**config.mk**
```make
export PLATFORM = sky130hd
export DESIGN_NAME = div_issue_ctrl
export DESIGN_NICKNAME = d
export VERILOG_FILES = /design/src/rtl/div_issue_ctrl.sv
export SDC_FILE = /design/constraint.sdc
export NUM_CORES = 1
export LEC_CHECK = 0
export ABC_CLOCK_PERIOD_IN_PS = 4600
export BUFFER_PORTS_ARGS = -buffer_cell sky130_fd_sc_hd__buf_2
export CAP_MARGIN = 0
export CELL_PAD_IN_SITES_DETAIL_PLACEMENT = 0
export CELL_PAD_IN_SITES_GLOBAL_PLACEMENT = 2
export CORE_MARGIN = 3
export CORE_UTILIZATION = 27
export DETAILED_ROUTE_END_ITERATION = 6
export GPL_TIMING_DRIVEN = 0
export HOLD_SLACK_MARGIN = 0.05
export PLACE_DENSITY_LB_ADDON = 0.1
export SETUP_SLACK_MARGIN = 0.15
export SYNTH_ARGS = -nofsm -noshare
export SYNTH_HDL_FRONTEND = slang
export SYNTH_SLANG_ARGS = --single-unit
```
**constraint.sdc**
```tcl
create_clock -name clk -period 4.6 [get_ports clk]
set_input_delay 0.23 -clock clk [delete_from_list [all_inputs] [get_ports clk]]
set_output_delay 0.23 -clock clk [all_outputs]
set_load 0.01 [all_outputs]
```
**src/rtl/div_issue_ctrl.sv**
```systemverilog
// EX-stage issue controller for the iterative HI/LO divider: issues DIV/DIVU,
// stalls the pipeline while the divide runs, writes HI/LO and handles flush aborts.
module div_issue_ctrl #(
  parameter int DRAIN_CYCLES = 2,
  parameter int PERF_W       = 32
) (
  input  logic              clk,
  input  logic              rst,
  input  logic              ex_div_valid,
  input  logic              ex_div_signed,
  input  logic [31:0]       ex_rs_data,
  input  logic [31:0]       ex_rt_data,
  input  logic              ex_flush,
  output logic              stall_req,
  output logic              hilo_we,
  output logic [31:0]       hilo_hi,
  output logic [31:0]       hilo_lo,
  output logic              div_start,
  output logic              div_annul,
  output logic              div_signed,
  output logic [31:0]       div_op1,
  output logic [31:0]       div_op2,
  input  logic [31:0]       div_hi,
  input  logic [31:0]       div_lo,
  input  logic              div_busy,
  output logic [PERF_W-1:0] perf_div_cycles
);

  localparam logic [1:0] S_IDLE  = 2'd0;
  localparam logic [1:0] S_RUN   = 2'd1;
  localparam logic [1:0] S_DONE  = 2'd2;
  localparam logic [1:0] S_DRAIN = 2'd3;
  localparam int DW = (DRAIN_CYCLES < 2) ? 1 : $clog2(DRAIN_CYCLES + 1);

  logic [1:0]        state_q, state_d;
  logic              start_q, start_d;
  logic              annul_q, annul_d;
  logic              signed_q, signed_d;
  logic [31:0]       op1_q, op1_d, op2_q, op2_d;
  logic              we_q, we_d;
  logic [31:0]       hi_q, hi_d, lo_q, lo_d;
  logic [DW-1:0]     drain_q, drain_d;
  logic [PERF_W-1:0] perf_q, perf_d;

  always_comb begin
    state_d  = state_q;
    start_d  = start_q;
    annul_d  = 1'b0;
    signed_d = signed_q;
    op1_d    = op1_q;
    op2_d    = op2_q;
    we_d     = 1'b0;
    hi_d     = hi_q;
    lo_d     = lo_q;
    drain_d  = drain_q;
    perf_d   = perf_q;
    case (state_q)
      S_IDLE: begin
        if (ex_div_valid && !ex_flush) begin
          op1_d    = ex_rs_data;
          op2_d    = ex_rt_data;
          signed_d = ex_div_signed;
          start_d  = 1'b1;
          state_d  = S_RUN;
        end
      end
      S_RUN: begin
        perf_d = perf_q + PERF_W'(1);
        // Flush wins over a same-cycle completion: the result is discarded.
        if (ex_flush) begin
          annul_d = 1'b1;
          start_d = 1'b0;
          drain_d = DW'(DRAIN_CYCLES);
          state_d = S_DRAIN;
        end else if (!div_busy) begin
          hi_d    = div_hi;
          lo_d    = div_lo;
          we_d    = 1'b1;
          start_d = 1'b0;
          state_d = S_DONE;
        end
      end
      S_DONE: begin
        start_d = 1'b0;
        state_d = S_IDLE;
      end
      default: begin
        // Keep div_start low long enough for the divider to walk back to Free.
        start_d = 1'b0;
        drain_d = drain_q - DW'(1);
        if (drain_q <= DW'(1)) state_d = S_IDLE;
      end
    endcase
  end

  always_ff @(posedge clk or posedge rst) begin
    if (rst) begin
      state_q  <= S_IDLE;
      start_q  <= 1'b0;
      annul_q  <= 1'b0;
      signed_q <= 1'b0;
      op1_q    <= '0;
      op2_q    <= '0;
      we_q     <= 1'b0;
      hi_q     <= '0;
      lo_q     <= '0;
      drain_q  <= '0;
      perf_q   <= '0;
    end else begin
      state_q  <= state_d;
      start_q  <= start_d;
      annul_q  <= annul_d;
      signed_q <= signed_d;
      op1_q    <= op1_d;
      op2_q    <= op2_d;
      we_q     <= we_d;
      hi_q     <= hi_d;
      lo_q     <= lo_d;
      drain_q  <= drain_d;
      perf_q   <= perf_d;
    end
  end

  always_comb begin
    stall_req = 1'b0;
    case (state_q)
      S_IDLE:  stall_req = ex_div_valid && !ex_flush;
      S_RUN:   stall_req = div_busy && !ex_flush;
      S_DONE:  stall_req = ex_div_valid;
      default: stall_req = ex_div_valid && !ex_flush;
    endcase
  end

  assign div_start       = start_q;
  assign div_annul       = annul_q;
  assign div_signed      = signed_q;
  assign div_op1         = op1_q;
  assign div_op2         = op2_q;
  assign hilo_we         = we_q;
  assign hilo_hi         = hi_q;
  assign hilo_lo         = lo_q;
  assign perf_div_cycles = perf_q;

endmodule

```
* Yosys cells after proc, flatten, opt, wreduce, memory -nomap -nowiden *
Cells that the tools add are included.

storage, ports and cells
  input port bits = 134
  bits in read-only memories = 0
  memories = 0
  register bits after elaboration = 168
  RAM bits = 0
  word-level logic and storage cells = 50
  bits in latches = 0

cells by class
  $add $sub $neg = 2
  reduce and logical (&&, ||, !) cells = 11
  divide/modulo/power cells = 0
  bitwise operators = 3
  $lt $le $gt $ge = 1
  shift operators = 0
  mux-type cells = 17
  equality and inequality tests = 5
  $mul = 0

operator list
  operator                                                                          number
  32-bit by 1-bit adder with 32-bit output, second input constant                   1
  2-bit 2-to-1 mux                                                                  5
  1-bit 2-to-1 mux                                                                  8
  2-bit one-hot mux with 3 select lines                                             1
  2-bit AND reduction                                                               3
  3-bit AND reduction                                                               2
  2-bit != test, second input constant                                              2
  1-bit one-hot mux with 2 select lines                                             2
  2-bit one-hot mux with 2 select lines                                             1
  4-bit nonzero test                                                                1
  3-bit != test, second input constant                                              1
  1-bit NOT                                                                         3
  2-bit by 1-bit equality test with 1-bit output, second input constant             1
  2-bit equality test, second input constant                                        1
  2-bit by 1-bit less-or-equal comparator with 1-bit output, second input constant  1
  1-bit logical AND                                                                 2
  2-bit zero test                                                                   1
  2-bit OR reduction                                                                1
  2-bit by 1-bit subtractor with 2-bit output, second input constant                1
  1-bit zero test                                                                   1

* Longest topological paths before layout *
  depth after elaboration = 4
  depth in mapped cells = 7
  mapped depth without buffers = 6

* Worst setup path before layout *
No wires, ideal clock.

  path kind = reg-to-reg
  start point = register state_q[1]
  end point = register hi_q[0] (netlist: hilo_hi[0])
  period minus slack after synthesis = 1.757 ns
  data required time = 4.475 ns
  setup time = 0.125 ns
  setup slack = 2.843 ns
  arrival = 1.632 ns
  cell stages (with the launch flop) = 8
  path through = dfrtp_1 inv_1 ha_1 nor2b_1 nor2b_1 buf_2 buf_4 mux2_2

on the way
  word-level cells in the longest chain between the ends = 2

ends and longest elaborated chain
  what                                            RTL line  source
  start: declaration                              35        logic [1:0] state_q, state_d;
  start signal: assignment                        110       state_q <= state_d;
  2-bit by 1-bit equality test with 1-bit output  57        case (state_q)
  3-bit AND reduction (no line)                   -
  end signal: assignment                          117       hi_q <= hi_d;
  end: declaration                                41        logic [31:0] hi_q, hi_d, lo_q, lo_d;

No other way between the ends.
A chain may end at the register's enable or synchronous reset.

* Final worst setup path *
  start point = register state_q[1]
  end point = register hi_q[11] (netlist: hilo_hi[11])

The elaborated chain is that of the path after synthesis.

==> impl_metrics.toml <==
[run_status]
status = "complete, no violations"

[synth]
synth.distinct_cells = 32
yosys_warnings = 0
synth_top_area_share = 0.630
netlist_area_um2 = 6670
synth_edf_count = 0
yosysTopAreaCell = "dfrtp_1"
syn_inst = 436
ys_ff_latch = 168
synth.area.top_cells = "dfrtp_1 (63%), mux2_2 (22%), xnor2_1 (3.4%)"
syn-num-nets = 576
synthFlopType = "dfrtp_1"
ys_seq_area_frac = 0.630
synthArstFlopShare = 1.00
syn_area_per_cell_um2 = 15.3

[critical_path]
cp.arrival_ns = 2.50
reg2reg_setup_slack_ns = 2.40
required_ns = 4.90
reg2reg_depth = 7
critPathKind = "flop to flop"
cp_max_fo = 10
end_kind = "flop"
crit_path_start_kind = "flop"

[final_layout]
nets = 1024
layout_common_cells = "buf_2 (307), dfrtp_1 (168), mux2_2 (131), dlygate4sd3_1 (127), xnor2_1 (26)"
drive_gt1_frac = 0.547
final_common_cell = "buf_2"
areaGrowthSynthToFinish_pct = 57.5
n_antenna_cell = 0
num-fill-cells = 2277

[timing]
timing.final.crit_share = 0.478
tightest_slew_ns = 0.716
finClkSkew_ns = 0.0133
setup_tns_ns = 0
max-slew-margin-rel = 0.521
drv_slew = 0
final.setup.worst_slack_ns = 2.40
fmax_mhz = 454
min_period_ns = 2.20
setup_viol = 0
timing_hold_violations_final = 0
rsz0062_at_grt = "false"

[flow_run]
maxCapViolations = 0

[placement]
post-place-ws_ns = 2.38
port_buffers = 298
dp_hpwl_mm = 14.1
routabilityCongestion = 0.742

[power]
powerDensity_nw_per_um2 = 575
swShare = 0.326
p_int_mw = 4.07
ir_drop_uv = 232
p_leak_nw = 5.07
p_comb_frac = 0.362
seq_power_share = 0.400
power_frac_clock = 0.238
p_sw_mw = 1.97

[cts]
cts_resized = 0
cts_buffers = 17
clkLatencyLatePin_ns = 0.42
clk_pin_slew_ns = 0.06
cts_tree = "yes"
clkSinkCount = 168
root_buffer = "clkbuf_16"
hold_buffers = 127
h-tree-depth = 4
cts_setup_buffers = 0
clock_path_buffers = 2

[floorplanning]
dieArea_um2 = 26600
fp.dieW_um = 163
start_util = 0.279
core_area_um2 = 23900
fp.dieH_um = 163
rows = 56
io_pins = 299

[routing]
initialDrtViolationCount = 187
drc = 0
routed_wl_mm = 19.4
viasPerCell = 4.25
antenna_left = 0
first_pass_iters = 4
routedWlPerCell_um = 15.9
via_count = 5165

[global_route]
grt_usage = 0.141
grt_start_max_net_pins = 43
antenna_found_initial = 0
overflow = 0
grt_pass1_wl_mm = 29.3
first_global_vias = 5427

[min_path]
hold_class = "input port to flop"
worstHoldPathCells = 2
[sequential cells by signal, indices dropped and copies added, names as in the netlist]
register,count
div_annul,1
div_op1,32
div_op2,32
div_signed,1
div_start,1
drain_q,2
hilo_hi,32
hilo_lo,32
hilo_we,1
perf_div_cycles,32
state_q,2
[worst max-delay path, cell delays in order, from the launching register on]
cell,delay (ns)
dfrtp_1,0.40
inv_1,0.12
ha_1,0.21
nor2b_1,0.17
nor2b_1,0.22
buf_2,0.34
buf_4,0.27
mux2_2,0.35
[cell usage after synthesis, types with 2 or more instances]
cell type / n
mux2i_1: 2
xnor2_1: 26
nor3_1: 4
nor2_1: 7
dfrtp_1: 168
nand4_2: 2
buf_2: 9
nor4_4: 2
nand2_1: 14
and3_1: 2
buf_4: 6
nand3_1: 14
xor2_1: 5
mux2_2: 131
and2_1: 2
inv_1: 6
nor3_2: 3
a31oi_1: 2
nand4_1: 8
ha_1: 6
and4_1: 2
o21ai_0: 2
nand4_4: 2
nor2b_1: 3
[through the flow]
step	utilization	hold slack (ns)	instance area [µm²]	power (mW)	instances
after CTS	0.440	0.0588	10500	6.15	1216
after global routing	0.440	0.0611	10500	6.45	1216
final	0.440	0.0837	10500	6.05	1216
after global placement	0.359	0.460	8570	4.54	1053
after detailed placement	0.362	0.378	8650	4.59	1057
after floorplan	-	0.338	6680	3.62	436
[logic make-up (layout without fill, tap and decap cells)]
logic type	count (synthesis)	after routing	share of synthesized area
AOI/OAI and AO/OA	6	6	0.00581
xor gates and xnor gates	31	31	0.0407
adders and majority gates	6	6	0.0113
buffers and inverters	22	483	0.0186
DFF	168	168	0.630
muxes	133	133	0.224
and+or+nand+nor	70	70	0.0696
[power by group through the flow]
| stage | sequential [mW] | combinational [mW] | clock, mW |
|---|---|---|---|
| finish | 2.42 | 2.19 | 1.44 |
| global route | 2.50 | 2.38 | 1.57 |
| CTS | 2.42 | 2.23 | 1.50 |
| detailed placement | 2.45 | 2.14 | 0 |
| global placement | 2.43 | 2.11 | 0 |
| floorplan | 2.74 | 0.875 | 0 |
[per-layer routing]
metal  up-vias  GRT usage  wire length, µm
li1       2432          -                -
met1      2536      0.168             8010
met2       180      0.247             9750
met3        17     0.0413             1310
met4         0     0.0411              319
met5         -          0                0
[final cells by class]
cell class / instances / area [µm²] / share of cell area
flip-flops and latches: 168 / 4200 / 0.400
clock buffers: 20 / 447 / 0.0425
inverters: 6 / 26.3 / 0.00250
multi-input cells: 246 / 2340 / 0.223
plain buffers: 16 / 101 / 0.00964
repair buffers: 429 / 2850 / 0.271
clock inverters: 12 / 140 / 0.0133
well taps: 319 / 399 / 0.0380
[final timing paths]
check,end,start
min reg2reg,perf_div_cycles[31]$_DFFE_PP0N_,perf_div_cycles[31]$_DFFE_PP0N_
max,hilo_hi[11]$_DFFE_PP0P_,state_q[1]$_DFFE_PP0P_
max reg2reg,hilo_hi[11]$_DFFE_PP0P_,state_q[1]$_DFFE_PP0P_
max in group asynchronous,div_op1[5]$_DFFE_PP0P_,rst
min in group asynchronous,perf_div_cycles[12]$_DFFE_PP0N_,rst
min,div_op2[20]$_DFFE_PP0P_,ex_rt_data[20]
No activity file was read; power rests on OpenSTA's default activity.
